### src/rtl/pll_mon_pkg.sv
// Shared definitions for the PLL lock monitor: FSM state type, default
// parameter values and a counter-width helper.
package pll_mon_pkg;

  typedef enum logic [1:0] {
    RST_PLL   = 2'd0,
    WAIT_LOCK = 2'd1,
    STABLE    = 2'd2,
    RUN       = 2'd3
  } pll_state_e;

  localparam int unsigned DEF_LOCK_STABLE_CYC  = 1024;
  localparam int unsigned DEF_LOCK_TIMEOUT_CYC = 1000000;
  localparam int unsigned DEF_PLL_RST_CYC      = 16;
  localparam int unsigned DEF_LOSS_CNT_W       = 8;

  // A counter running 0..n-1 needs $clog2(n) bits; keep at least one bit.
  function automatic int unsigned cnt_w(input int unsigned n);
    return (n < 2) ? 1 : $clog2(n);
  endfunction

endpackage

### src/rtl/sync_2ff.sv
// Two-flop synchronizer for a single-bit level crossing into i_clk.
// Both stages clear on the synchronous reset.
module sync_2ff (
  input  logic i_clk,
  input  logic i_rst,
  input  logic i_d,
  output logic o_q
);

  logic r_meta;
  logic r_sync;

  always_ff @(posedge i_clk) begin
    if (i_rst) begin
      r_meta <= 1'b0;
      r_sync <= 1'b0;
    end else begin
      r_meta <= i_d;
      r_sync <= r_meta;
    end
  end

  assign o_q = r_sync;

endmodule

### src/rtl/pll_lock_monitor.sv
// Sequences PLL reset, waits for a stable lock before releasing downstream
// logic, and re-resets the PLL on timeout or loss of lock while keeping stats.
module pll_lock_monitor
  import pll_mon_pkg::*;
#(
  parameter int unsigned LOCK_STABLE_CYC  = DEF_LOCK_STABLE_CYC,
  parameter int unsigned LOCK_TIMEOUT_CYC = DEF_LOCK_TIMEOUT_CYC,
  parameter int unsigned PLL_RST_CYC      = DEF_PLL_RST_CYC,
  parameter int unsigned LOSS_CNT_W       = DEF_LOSS_CNT_W
) (
  input  logic                  sys_clk,
  input  logic                  sys_rst,
  input  logic                  pll_locked,
  input  logic                  clr_stat,
  output logic                  pll_rst,
  output logic                  user_rst_n,
  output logic                  clk_ok,
  output logic [LOSS_CNT_W-1:0] lock_loss_cnt,
  output logic                  timeout_flag,
  output pll_state_e            dbg_state
);

  localparam int unsigned RST_W  = cnt_w(PLL_RST_CYC);
  localparam int unsigned TO_W   = cnt_w(LOCK_TIMEOUT_CYC);
  localparam int unsigned STAB_W = cnt_w(LOCK_STABLE_CYC);

  localparam logic [RST_W-1:0]  RST_LAST  = RST_W'(PLL_RST_CYC - 1);
  localparam logic [TO_W-1:0]   TO_LAST   = TO_W'(LOCK_TIMEOUT_CYC - 1);
  localparam logic [STAB_W-1:0] STAB_LAST = STAB_W'(LOCK_STABLE_CYC - 1);

  logic              w_locked_s;
  pll_state_e        r_state;
  pll_state_e        w_next_state;
  logic [RST_W-1:0]  r_rst_cnt;
  logic [RST_W-1:0]  w_rst_cnt_nxt;
  logic [TO_W-1:0]   r_to_cnt;
  logic [TO_W-1:0]   w_to_cnt_nxt;
  logic [STAB_W-1:0] r_stab_cnt;
  logic [STAB_W-1:0] w_stab_cnt_nxt;
  logic              w_loss_evt;
  logic              w_timeout_evt;
  logic              w_loss_sat;
  logic [LOSS_CNT_W-1:0] r_loss_cnt;
  logic              r_timeout_flag;

  sync_2ff u_lock_sync (
    .i_clk (sys_clk),
    .i_rst (sys_rst),
    .i_d   (pll_locked),
    .o_q   (w_locked_s)
  );

  always_ff @(posedge sys_clk) begin
    if (sys_rst) begin
      r_state    <= RST_PLL;
      r_rst_cnt  <= '0;
      r_to_cnt   <= '0;
      r_stab_cnt <= '0;
    end else begin
      r_state    <= w_next_state;
      r_rst_cnt  <= w_rst_cnt_nxt;
      r_to_cnt   <= w_to_cnt_nxt;
      r_stab_cnt <= w_stab_cnt_nxt;
    end
  end

  // Each counter only advances while its state is held; any state change
  // leaves every counter at zero, so each phase starts counting fresh.
  always_comb begin
    w_next_state   = r_state;
    w_rst_cnt_nxt  = '0;
    w_to_cnt_nxt   = '0;
    w_stab_cnt_nxt = '0;
    w_loss_evt     = 1'b0;
    w_timeout_evt  = 1'b0;
    case (r_state)
      RST_PLL: begin
        if (r_rst_cnt == RST_LAST) w_next_state = WAIT_LOCK;
        else                       w_rst_cnt_nxt = r_rst_cnt + 1'b1;
      end
      WAIT_LOCK: begin
        if (w_locked_s) begin
          w_next_state = STABLE;
        end else if (r_to_cnt == TO_LAST) begin
          w_next_state  = RST_PLL;
          w_timeout_evt = 1'b1;
        end else begin
          w_to_cnt_nxt = r_to_cnt + 1'b1;
        end
      end
      STABLE: begin
        if (!w_locked_s)                w_next_state   = WAIT_LOCK;
        else if (r_stab_cnt == STAB_LAST) w_next_state = RUN;
        else                            w_stab_cnt_nxt = r_stab_cnt + 1'b1;
      end
      RUN: begin
        if (!w_locked_s) begin
          w_next_state = RST_PLL;
          w_loss_evt   = 1'b1;
        end
      end
      default: w_next_state = RST_PLL;
    endcase
  end

  assign w_loss_sat = &r_loss_cnt;

  // A clear coincident with an event keeps that event in the fresh count.
  always_ff @(posedge sys_clk) begin
    if (sys_rst) begin
      r_loss_cnt     <= '0;
      r_timeout_flag <= 1'b0;
    end else begin
      if (clr_stat)                      r_loss_cnt <= LOSS_CNT_W'(w_loss_evt);
      else if (w_loss_evt && !w_loss_sat) r_loss_cnt <= r_loss_cnt + 1'b1;
      r_timeout_flag <= clr_stat ? w_timeout_evt : (r_timeout_flag | w_timeout_evt);
    end
  end

  assign pll_rst       = (r_state == RST_PLL);
  assign user_rst_n    = (r_state == RUN);
  assign clk_ok        = (r_state == RUN);
  assign lock_loss_cnt = r_loss_cnt;
  assign timeout_flag  = r_timeout_flag;
  assign dbg_state     = r_state;

endmodule

### config.mk
export PLATFORM = sky130hd
export DESIGN_NAME = pll_lock_monitor
export DESIGN_NICKNAME = d
export VERILOG_FILES = /design/src/rtl/pll_mon_pkg.sv /design/src/rtl/sync_2ff.sv /design/src/rtl/pll_lock_monitor.sv
export SDC_FILE = /design/constraint.sdc
export NUM_CORES = 1
export LEC_CHECK = 0
export ABC_AREA = 1
export CORE_MARGIN = 2
export CORE_UTILIZATION = 35
export DETAILED_ROUTE_END_ITERATION = 7
export PLACE_DENSITY = 0.55
export SLEW_MARGIN = 40
export SYNTH_ARGS = -nofsm -noshare
export SYNTH_HDL_FRONTEND = slang
export SYNTH_HIERARCHICAL = 1
export SYNTH_SLANG_ARGS = --single-unit
### constraint.sdc
create_clock -name sys_clk -period 1.4 [get_ports sys_clk]
set_input_delay 0.21 -clock sys_clk [delete_from_list [all_inputs] [get_ports sys_clk]]
set_output_delay 0.21 -clock sys_clk [all_outputs]
set_load 0.02 [all_outputs]
======== Word level (Yosys, flattened, before mapping) ========
Index checks and enable logic that the tools add are counted.
Widths: inputs -> output; s select.
word-level totals
  bits in registers ....................... 47
  input bits .............................. 4
cells by class
  add/subtract/negate cells ............... 4
  multiplexer cells ....................... 15
  equal/unequal tests ..................... 10
  reduce and logical (&&, ||, !) cells .... 10
  bitwise operators ....................... 5
operators with widths
  cell                   number
  $add 20x1->20 const B  1
  $eq 20x20->1 const B   1
  $mux 2                 6
  $add 10x1->10 const B  1
  $eq 10x10->1 const B   1
  $add 8x1->8 const B    1
  $mux 1                 8
  $pmux 2 s4             1
  $reduce_and 8->1       1
  $reduce_or 4->1        2
  $add 4x1->4 const B    1
  $eq 2x2->1 const B     2
  $eq 4x4->1 const B     1
  $not 1->1              4
  $reduce_and 4->1       1
  $ne 3x2->1 const B     1
  $ne 3x3->1 const B     1
  $reduce_or 3->1        1
  $eq 2x1->1 const B     1
  $logic_not 2->1        1
  $ne 2x1->1 const B     1
  $ne 2x2->1 const B     1
  $reduce_bool 2->1      1
  $reduce_or 2->1        1
  3 further kinds        3

======== Longest topological paths before layout ========
  depth in word-level cells ............... 6
  gate-level depth with buffers ........... 10

======== Modules after synthesis ========
The synthesis kept the hierarchy.
by module, submodules not included
  module            times used  seq. area each (µm²)  cells each  area each (µm²)
  pll_lock_monitor  1           900.9                 296         2167.1
  sync_2ff          1           40.0                  6           55.1

======== Worst setup path after synthesis ========
Ideal clock, no wire load.
  kind .................................... reg-to-reg
  start ................................... register r_loss_cnt[1] (netlist: lock_loss_cnt[1])
  end ..................................... register r_loss_cnt[2] (netlist: lock_loss_cnt[2])
  cell stages (with the launch flop) ...... 10
  clock period less this slack ............ 1.485 ns
  buffers on the path ..................... 0
  library setup time ...................... 0.070 ns
  slack ................................... -0.085 ns
  arrival time ............................ 1.415 ns
  path through ............................ dfxtp_1 > ha_1 > nand3_1 > nor2_2 > nand3_2 > nand2_2 > inv_2 > nand3_1 > nand2_1 > a21oi_1
on the way
  cells in the longest elaborated chain, start to end .. 3
  elaborated cells between the ends (all ways) .. 4
  classes of those cells .................. add/sub: 1; reduce/logical: 3
RTL lines
  element                                              RTL line                 text
  start, declared                                      pll_lock_monitor.sv:43   logic [LOSS_CNT_W-1:0] r_loss_cnt;
  start signal, assigned                               pll_lock_monitor.sv:114  if (clr_stat) r_loss_cnt <= LOSS_CNT_W'(w_loss_evt);
  start signal, assigned                               pll_lock_monitor.sv:115  else if (w_loss_evt && !w_loss_sat) r_loss_cnt <= r_loss_cnt + 1'b1;
  branches (longest 3 deep; another with $add 8x1->8)  -
Parallel ways; which one is timed is not known.
A chain may end at the register's enable or synchronous reset.

======== Worst setup path after layout ========
  start ................................... register r_stab_cnt[0]
  end ..................................... register r_state[0] (netlist: dbg_state[0])
on the way
  cells in the longest elaborated chain, start to end .. 3
RTL lines
  element                            RTL line                text
  start, declared                    pll_lock_monitor.sv:38  logic [STAB_W-1:0] r_stab_cnt;
  start signal, assigned             pll_lock_monitor.sv:63  r_stab_cnt <= w_stab_cnt_nxt;
  $eq 10x10->1                       pll_lock_monitor.sv:93  else if (r_stab_cnt == STAB_LAST) w_next_state = RUN;
  $ne 3x3->1 (no source line)        -
  $reduce_and 4->1 (no source line)  -
  end signal, assigned               pll_lock_monitor.sv:60  r_state <= w_next_state;
  end, declared                      pll_lock_monitor.sv:32  pll_state_e r_state;
No other way between the ends.

==> reports/metrics.cfg <==
[sta]
clock.fmax_mhz = 739
clock_skew_ns = 0.0101
finalSetupViolations = 0
rsz0062_at_grt = yes
period_share = 0.967
tightest_slew_ns = 0.272
fin_crit_ns = 1.35
slew_headroom = 0.819
finalHoldViolations = 0
finalWorstSetupSlack_ns = 0.0461
drv_slew = 0

[die]
rows = 29
initial_core_util = 0.356
fp.dieArea_sq_mm = 0.00700
pin_count = 18
die_x_um = 83.7
placeableCoreArea_sq_mm = 0.00624
fp.dieH_um = 83.7

[synthesis]
yosys.cell_count.top_type = nand2_1
synth_nets = 310
ys.flop_type = dfxtp_1
synth.distinct_cells = 28
syn_area_sq_mm = 0.00222
yosys.area.top_type = dfxtp_1
synth_area_leaders = dfxtp_1 (42%), nand2_1 (10%), nor2_1 (8.6%)
synth_seq_cells = 47
ys_seq_area_frac = 0.423
synth_top_area_frac = 0.423
synth_edf_count = 0
synth_commonest_cells = nand2_1 (59), nor2_1 (51), dfxtp_1 (47)
yosysWarnings = 6
async_reset_ff_frac = 0
synthCells = 302
syn_area_per_cell_sq_um = 7.36

[grt]
grt_pass1_wl_um = 7740
antenna_found_initial = 0
grt_usage = 0.132
grt.overflow.total = 0
grt_start_max_net_pins = 21
grt_pass1_vias = 1862

[worst_setup_path]
required_ns = 1.64
slowest_stage = dfxtp_2
critPathMaxFanout = 2
slowest_delay_ns = 0.36
worstPathArrival_ns = 1.60
cp_num_buf_inv = 2
cpMostUsedCell = nand2_1
critPathKind = reg2reg
critPathCaptureType = flip-flop
cp_cell_sequence = ha_4, nand3_4, nor2_4, nand4_1, nand2_1, buf_4, nand3_2, nand2_1, inv_1, nor2_1
critPathTopFamily = simple AND/OR/NAND/NOR gates
reg2reg_slack_ns = 0.05
start_kind = flip-flop

[pwr]
vdd_drop_max_v = 0.000440
switching_share = 0.234
intPower_w = 0.00198
p_switching_w = 0.000605
leakagePower_nw = 1.11
p_comb_frac = 0.074
power_frac_clock = 0.392
powerDensity_mw_per_mm2 = 865
power_frac_seq = 0.534

[placed_design]
dp_slack_ns = -0.0911
numPortBuffers = 17
globalplace.congestion = 0.794
dpl.hpwl_um = 3240
placed_cell_area_sq_mm = 0.00267

[detailed_routing]
wl_per_cell_um = 10.2
routed_wl_um = 4380
final_antenna_net_count = 0
drtIter0Drc = 75
vias = 2004
viasPerCell = 4.65
drc = 0
first_pass_iters = 6

[clocking]
path_clk_slew_ns = 0.09
cts_tree = built
clockBufferDepth = 2
root_buffer = clkbuf_8
numCtsBuffers = 5
clkLatencyLatePin_ns = 0.31
clock_sinks = 47
h-tree-depth = 2

[status]
outcome = finished, final reports clean

[finish]
finalNetCount = 361
antenna_cells = 0
finish.instance_area_sq_mm = 0.00299
synthToLayoutAreaGrowth_pct = 34.5
layout-drive-gt1-share = 0.263

[hold_path]
hold_path.class = reg2reg

[job]
maxCapViolations = 0

## worst register-to-register path, cell delays in order (launching register included)
cell and delay (ns):
dfxtp_2 0.36, ha_4 0.15, nand3_4 0.09, nor2_4 0.12, nand4_1 0.13, nand2_1 0.12, buf_4 0.11, nand3_2 0.06
nand2_1 0.06, inv_1 0.04, nor2_1 0.07
## layer usage
| layer | global-route usage | routed length, um | vias to the layer above |
|---|---|---|---|
| met1 | 0.168 | 2140 | 911 |
| met2 | 0.215 | 2050 | 14 |
| met4 | 0.0381 | 57 | 0 |
| met3 | 0.0406 | 130 | 8 |
| met5 | 0 | 0 | - |
| li1 | - | - | 1071 |
## metrics by stage
step	hold WS [ns]	utilization	instances	TNS, ns	total power (W)
after floorplan	0.281	-	302	0	0.00151
after global placement	0.398	0.428	418	-0.511	0.00159
after detailed placement	0.401	0.428	418	-0.625	0.00159
after CTS	0.415	0.451	428	0	0.00260
after global routing	0.435	0.479	431	-0.556	0.00271
final	0.411	0.479	431	0	0.00259
## flip-flops by register name, summed over array words and instances (netlist names)
| signal | flops |
|---|---|
| r_to_cnt | 20 |
| r_stab_cnt | 10 |
| lock_loss_cnt | 8 |
| r_rst_cnt | 4 |
| dbg_state | 2 |
| timeout_flag | 1 |
| u_lock_sync/r_meta | 1 |
| u_lock_sync/o_q | 1 |
## final timing paths
path	start	end	cells past startpoint
max	r_stab_cnt[0]	dbg_state[0]	10
min	u_lock_sync/r_meta	u_lock_sync/o_q	2
min reg2reg	u_lock_sync/r_meta	u_lock_sync/o_q	2
max reg2reg	r_stab_cnt[0]	dbg_state[0]	10
## layout by cell type, fill, tap and decap left out, types with 2 or more instances in the layout
master / Yosys / final
nor2_1: 51 / 44
o21ai_0: 6 / 6
a21oi_1: 17 / 16
nand3_4: 0 / 4
ha_4: 0 / 3
buf_4: 2 / 28
clkdlybuf4s50_1: 0 / 3
nor2_2: 4 / 8
dlygate4sd2_1: 0 / 11
nand2_2: 1 / 2
nor2_4: 2 / 5
xor2_1: 9 / 9
nand3_1: 21 / 17
dfxtp_2: 0 / 13
nor3b_2: 3 / 3
nand2_1: 59 / 58
nor3_1: 8 / 8
nand3_2: 4 / 4
clkdlybuf4s15_2: 0 / 2
clkbuf_8: 0 / 5
nand4_1: 8 / 8
inv_1: 36 / 35
a31oi_1: 2 / 2
or2_0: 3 / 3
xnor2_1: 4 / 4
dfxtp_1: 47 / 33
inv_2: 3 / 3
## cells by family after synthesis
kind of cell | synth area share
AOI/OAI and AO/OA | 0.0642
xor gates and xnor gates | 0.0512
adders and majority gates | 0.0225
buffers and inverters | 0.0749
DFF | 0.423
and+or+nand+nor | 0.364
## power groups by stage
stage | Clock [W] | Sequential (W) | Combinational [W]
after floorplan | 0 | 0.00142 | 0.0000914
after global placement | 0 | 0.00141 | 0.000175
after detailed placement | 0 | 0.00141 | 0.000180
after CTS | 0.00105 | 0.00138 | 0.000172
after global routing | 0.00110 | 0.00139 | 0.000217
final | 0.00101 | 0.00138 | 0.000191
## final cells by class
class | count | area, sq um
fill | 637 | 3250
multi-input combinational | 213 | 1260
sequential | 47 | 961
timing repair buffer | 47 | 414
inverter | 39 | 149
tap | 77 | 96.3
clock buffer | 5 | 68.8
clock inverter | 3 | 43.8
## timing repair
item	CTS	global route
setup endpoints to repair	44	41
pin swaps	2	9
buffers inserted	2	2
hold buffers	0	0
resized for setup	28	34
cloned	0	1
(Power assumes the default switching activity.)
